**src/rtl/aes_inv_key_expand_128.sv**
```systemverilog
// Reverse-order AES-128 round-key generator for the inverse cipher.
// A key load runs the forward schedule for 10 cycles to reach the round-10 key.
// Each `next` strobe then steps back one round key, from round 10 down to 0.
// The round-10 key is cached so a new block can restart in one cycle.
//
// Ports:
//   clk, rst_n          clock, asynchronous active-low reset
//   kld, key[127:0]     load cipher key (word 0 = key[127:96]) and expand
//   next                step back one round (READY only)
//   restart             reload cached round-10 key (READY only)
//   busy                forward expansion in progress
//   kvalid              wo_0..wo_3 hold a valid round key
//   round[3:0]          index of the presented round key, 0..10
//   wo_0..wo_3          round-key words, wo_0 is the MSW

// AES S-box computed as GF(2^8) inverse followed by the affine transform.
module aes_sbox (
  input  logic [7:0] a,
  output logic [7:0] s
);

  function automatic logic [7:0] gmul(input logic [7:0] x, input logic [7:0] y);
    logic [7:0] p;
    logic [7:0] aa;
    p  = 8'h00;
    aa = x;
    for (int i = 0; i < 8; i++) begin
      if (y[i]) p = p ^ aa;
      aa = {aa[6:0], 1'b0} ^ (aa[7] ? 8'h1b : 8'h00);
    end
    return p;
  endfunction

  logic [7:0] inv_c;

  // a^254 = product of a^2, a^4, ..., a^128; maps 0 to 0 as the S-box requires.
  always_comb begin
    logic [7:0] sq;
    sq    = a;
    inv_c = 8'h01;
    for (int i = 0; i < 7; i++) begin
      sq    = gmul(sq, sq);
      inv_c = gmul(inv_c, sq);
    end
  end

  assign s = inv_c ^ {inv_c[6:0], inv_c[7]} ^ {inv_c[5:0], inv_c[7:6]}
           ^ {inv_c[4:0], inv_c[7:5]} ^ {inv_c[3:0], inv_c[7:4]} ^ 8'h63;

endmodule

module aes_inv_key_expand_128 (
  input  logic         clk,
  input  logic         rst_n,
  input  logic         kld,
  input  logic [127:0] key,
  input  logic         next,
  input  logic         restart,
  output logic         busy,
  output logic         kvalid,
  output logic [3:0]   round,
  output logic [31:0]  wo_0,
  output logic [31:0]  wo_1,
  output logic [31:0]  wo_2,
  output logic [31:0]  wo_3
);

  localparam int unsigned ROUND_W = 4;
  localparam logic [ROUND_W-1:0] LAST_ROUND = ROUND_W'(10);

  localparam logic [1:0] ST_IDLE   = 2'd0;
  localparam logic [1:0] ST_EXPAND = 2'd1;
  localparam logic [1:0] ST_READY  = 2'd2;

  logic [1:0]         state_q, state_d;
  logic [31:0]        w0_q, w1_q, w2_q, w3_q;
  logic [31:0]        w0_d, w1_d, w2_d, w3_d;
  logic [127:0]       cache_q, cache_d;
  logic [ROUND_W-1:0] round_q, round_d;
  logic               busy_q, busy_d;
  logic               kvalid_q, kvalid_d;

  logic [31:0]        sbox_in_c;
  logic [31:0]        sub_rot_c;
  logic [ROUND_W-1:0] rcon_idx_c;
  logic [31:0]        t_c;
  logic [31:0]        f0_c, f1_c, f2_c, f3_c;
  logic [31:0]        p0_c, p1_c, p2_c, p3_c;

  function automatic logic [7:0] rcon(input logic [ROUND_W-1:0] idx);
    case (idx)
      4'd1:    return 8'h01;
      4'd2:    return 8'h02;
      4'd3:    return 8'h04;
      4'd4:    return 8'h08;
      4'd5:    return 8'h10;
      4'd6:    return 8'h20;
      4'd7:    return 8'h40;
      4'd8:    return 8'h80;
      4'd9:    return 8'h1b;
      4'd10:   return 8'h36;
      default: return 8'h00;
    endcase
  endfunction

  // Forward step needs w3; inverse step recovers previous w3 as w3^w2.
  assign sbox_in_c = (state_q == ST_EXPAND) ? w3_q : (w3_q ^ w2_q);

  // Shared S-boxes with RotWord folded into the byte wiring.
  aes_sbox u_sbox_0 (.a(sbox_in_c[23:16]), .s(sub_rot_c[31:24]));
  aes_sbox u_sbox_1 (.a(sbox_in_c[15:8]),  .s(sub_rot_c[23:16]));
  aes_sbox u_sbox_2 (.a(sbox_in_c[7:0]),   .s(sub_rot_c[15:8]));
  aes_sbox u_sbox_3 (.a(sbox_in_c[31:24]), .s(sub_rot_c[7:0]));

  // Forward step uses Rcon of the round being produced, inverse of the round being undone.
  assign rcon_idx_c = (state_q == ST_EXPAND) ? (round_q + ROUND_W'(1)) : round_q;
  assign t_c        = sub_rot_c ^ {rcon(rcon_idx_c), 24'h000000};

  assign f0_c = w0_q ^ t_c;
  assign f1_c = w1_q ^ f0_c;
  assign f2_c = w2_q ^ f1_c;
  assign f3_c = w3_q ^ f2_c;

  assign p3_c = w3_q ^ w2_q;
  assign p2_c = w2_q ^ w1_q;
  assign p1_c = w1_q ^ w0_q;
  assign p0_c = w0_q ^ t_c;

  // Next-state and next-output logic; priority kld > restart > next.
  always_comb begin
    state_d  = state_q;
    w0_d     = w0_q;
    w1_d     = w1_q;
    w2_d     = w2_q;
    w3_d     = w3_q;
    cache_d  = cache_q;
    round_d  = round_q;
    busy_d   = busy_q;
    kvalid_d = kvalid_q;

    if (kld) begin
      {w0_d, w1_d, w2_d, w3_d} = key;
      round_d  = '0;
      busy_d   = 1'b1;
      kvalid_d = 1'b0;
      state_d  = ST_EXPAND;
    end else begin
      case (state_q)
        ST_EXPAND: begin
          if (round_q < LAST_ROUND) begin
            {w0_d, w1_d, w2_d, w3_d} = {f0_c, f1_c, f2_c, f3_c};
            round_d = round_q + ROUND_W'(1);
            if (round_q == LAST_ROUND - ROUND_W'(1)) begin
              cache_d  = {f0_c, f1_c, f2_c, f3_c};
              busy_d   = 1'b0;
              kvalid_d = 1'b1;
              state_d  = ST_READY;
            end
          end
        end
        ST_READY: begin
          if (restart) begin
            {w0_d, w1_d, w2_d, w3_d} = cache_q;
            round_d = LAST_ROUND;
          end else if (next && (round_q != '0) && (round_q <= LAST_ROUND)) begin
            {w0_d, w1_d, w2_d, w3_d} = {p0_c, p1_c, p2_c, p3_c};
            round_d = round_q - ROUND_W'(1);
          end
        end
        default: ;
      endcase
    end
  end

  // State and output registers.
  always_ff @(posedge clk or negedge rst_n) begin
    if (!rst_n) begin
      state_q  <= ST_IDLE;
      w0_q     <= '0;
      w1_q     <= '0;
      w2_q     <= '0;
      w3_q     <= '0;
      cache_q  <= '0;
      round_q  <= '0;
      busy_q   <= 1'b0;
      kvalid_q <= 1'b0;
    end else begin
      state_q  <= state_d;
      w0_q     <= w0_d;
      w1_q     <= w1_d;
      w2_q     <= w2_d;
      w3_q     <= w3_d;
      cache_q  <= cache_d;
      round_q  <= round_d;
      busy_q   <= busy_d;
      kvalid_q <= kvalid_d;
    end
  end

  assign busy   = busy_q;
  assign kvalid = kvalid_q;
  assign round  = round_q;
  assign wo_0   = w0_q;
  assign wo_1   = w1_q;
  assign wo_2   = w2_q;
  assign wo_3   = w3_q;

endmodule
```
**config.mk**
```make
export PLATFORM = sky130hd
export DESIGN_NAME = aes_inv_key_expand_128
export DESIGN_NICKNAME = d
export VERILOG_FILES = /design/src/rtl/aes_inv_key_expand_128.sv
export SDC_FILE = /design/constraint.sdc
export NUM_CORES = 2
export LEC_CHECK = 0
export CORE_UTILIZATION = 60
export CTS_CLUSTER_SIZE = 30
export DETAILED_ROUTE_END_ITERATION = 7
export PLACE_DENSITY = 0.78
export SETUP_SLACK_MARGIN = 0.5
export SKIP_CTS_REPAIR_TIMING = 1
export SYNTH_ARGS = -nofsm -noshare
export SYNTH_HDL_FRONTEND = slang
export SYNTH_SLANG_ARGS = --single-unit
```
**constraint.sdc**
```tcl
create_clock -name clk -period 33.8 [get_ports clk]
set_input_delay 5.07 -clock clk [delete_from_list [all_inputs] [get_ports clk]]
set_output_delay 5.07 -clock clk [all_outputs]
set_load 0.1 [all_outputs]
```
==> flow_summary.json <==
{
  "status": "complete, no violations",
  "finClkSkew_ns": 0.03819,
  "overflow": 0,
  "synth_edf_count": 0,
  "synth_area_leaders": "xnor2_1 20%, xnor3_1 13%, dfrtp_1 8.9%",
  "ys_types": 120,
  "vias_per_cell": 6.462,
  "dr.pass1.iters": 6,
  "clockBufferDepth": 3,
  "syn_area_mm2": 0.07406,
  "grt_max_degree": 106,
  "ys_seq_area_frac": 0.08853,
  "antenna_found_initial": 28,
  "finalSetupViolations": 0,
  "cts_tree": "done",
  "drv_cap": 0,
  "remaining_drc_errors": 0,
  "synthCells": 9617,
  "worst_pin_slew_ns": 1.258,
  "io_pins": 267,
  "die_area_mm2": 0.1248,
  "endpoint_kind": "flop",
  "clk_pin_slew_ns": 0.07,
  "crit_path_start_kind": "flop",
  "cts_max_level": 1,
  "die_y_um": 353.3,
  "grt_use_total": 0.3797,
  "gp_congestion": 0.9898,
  "syn-num-nets": 9777,
  "wirelength_um": 248000,
  "grt_pass1_wl_um": 385100,
  "tns_ns": 0,
  "required_ns": 34.31,
  "cts_made_buffers": 28,
  "synth_top_area_cell": "xnor2_1",
  "worstPathMaxFanout": 59,
  "finalCritPeriodShare": 0.6358,
  "worst-setup-path-type": "reg2reg",
  "area_growth_pct": 7.075,
  "cpPeakStageDelay_ns": 0.81,
  "slowest_stage": "xor2_1",
  "worst_ep_arrival_time_ns": 22.00,
  "synth-seq-cells": 262,
  "drtAntennaViolNets": 0,
  "syn_avg_cell_area_um2": 7.701,
  "wl_per_cell_um": 22.23,
  "via_count": 72100,
  "io_buffers": 266,
  "dieWidth_um": 353.3,
  "coreArea_mm2": 0.1220,
  "grt_pass1_vias": 66080,
  "dp_hpwl_um": 183100,
  "r2r_setup_slack_ns": 12.31,
  "fin_crit_ns": 21.49,
  "slew_viol_final": 0,
  "cts_sinks": 262,
  "ys.flop_type": "dfrtp_1",
  "row_count": 128,
  "dr.first_iter.drc_count": 9138,
  "relSlewSlack": 0.1585,
  "async_flop_share": 1.000,
  "drive_gt1_frac": 0.07793,
  "synth_warnings": 0,
  "start_util": 0.6069,
  "synth_common_cells": "1680 x xnor2_1, 1293 x nor2_1, 966 x nand2_1, 567 x o21ai_0, 558 x a21oi_1",
  "rsz0062_at_grt": "no",
  "clk_latency_ns": 0.61,
  "nets": 9659,
  "holdCritPathClass": "reg2reg",
  "cts_root_buffer": "clkbuf_16",
  "max_freq_mhz": 46.53,
  "synth_top_cell_area_share": 0.1987,
  "synth.most_common_cell": "xnor2_1",
  "finalHoldViolCount": 0
}
==> flip-flops by register name, indices dropped and copies added (netlist names) <==
| signal | flops |
|---|---|
| wo_2 | 32 |
| wo_1 | 32 |
| wo_3 | 32 |
| round | 4 |
| wo_0 | 32 |
| kvalid | 1 |
| state_q | 1 |
| cache_q | 128 |
==> cell families after synthesis <==
family,Yosys count,synth area share
AO/OA/AOI/OAI,2243,0.1940
XOR/XNOR,2770,0.4330
adder cells (fa/ha/maj),31,0.005102
buffers and inverters,801,0.04436
flip-flops,262,0.08853
multiplexers,338,0.04850
AND/OR/NAND/NOR,3172,0.1864
==> routing by layer <==
metal / track usage / wire length [um]
met5: 0 / 120
met4: 0.1132 / 7606
met3: 0.08568 / 28270
met2: 0.5850 / 109800
met1: 0.5281 / 102200
==> final cells by class <==
class                      instances  area, um2
timing repair buffer             516       4507
tap                             1625       2033
clock inverter                    14      207.7
sequential                       262       6556
multi-input combinational       8554      64640
antenna                           11      27.53
fill                           10570      42740
inverter                         137      519.2
clock buffer                      38      808.3
==> layout by cell type, fill, tap and decap left out, types with 33 or more instances in the layout <==
master,synthesis,final
dfrtp_1,262,262
a211oi_1,96,96
o31ai_1,55,55
nand2_1,966,964
a21o_1,35,35
buf_4,18,265
xnor2_2,76,113
clkdlybuf4s50_1,0,250
nand2b_1,57,55
mux2_2,109,109
and2_1,63,63
xnor2_1,1680,1643
and3_1,52,52
o21ai_1,59,58
a22oi_1,58,58
nor2_1,1293,1290
nand4_1,33,33
xnor3_1,418,418
a221oi_1,36,36
mux2i_1,218,218
o211ai_1,87,87
inv_1,103,103
a31oi_1,81,81
or3_1,59,59
nand3_1,218,218
o22ai_1,163,163
o21ai_0,567,567
a211o_1,37,37
nor2b_1,48,47
xor2_1,488,480
nor3_1,235,235
a21oi_1,558,557
xor3_1,46,45
==> final timing paths <==
path / startpoint / endpoint / cells past startpoint
worst max-delay path: state_q[0]$_DFFE_PN0P_ / wo_3[25]$_DFFE_PN0P_ / 57
worst min-delay path: cache_q[81]$_DFFE_PN0P_ / cache_q[81]$_DFFE_PN0P_ / 2
worst max register to register: state_q[0]$_DFFE_PN0P_ / wo_3[25]$_DFFE_PN0P_ / 57
worst min register to register: cache_q[81]$_DFFE_PN0P_ / cache_q[81]$_DFFE_PN0P_ / 2
max in group asynchronous: rst_n / cache_q[58]$_DFFE_PN0P_ / 2
min in group asynchronous: rst_n / wo_1[8]$_DFFE_PN0P_ / 1
==> worst max-delay path, delay by kind of cell (launching register included) <==
| family | cells | cell delay [ns] |
|---|---|---|
| xor gates and xnor gates | 20 | 9.20 |
| and+or+nand+nor | 13 | 3.88 |
| buffers and inverters | 7 | 2.39 |
| AOI/OAI and AO/OA | 10 | 2.17 |
| adders and majority gates | 4 | 1.97 |
| muxes | 3 | 1.22 |
| DFF | 1 | 0.47 |
==> through the flow <==
stage	utilization	instance area (um2)	instances	hold slack, ns	worst slack, ns
final	0.6498	79300	11160	0.4747	12.31
after global routing	0.6497	79290	11150	0.4971	10.92
after CTS	0.6496	79270	11150	0.4769	12.76
after detailed placement	0.6413	78260	11090	0.4634	12.79
after global placement	0.6413	78260	11090	0.4574	13.32
after floorplan	-	74060	9617	0.4413	16.09
Power is not shown: default switching activity piles up to over one toggle a cycle in this logic, so the estimate is an artifact.
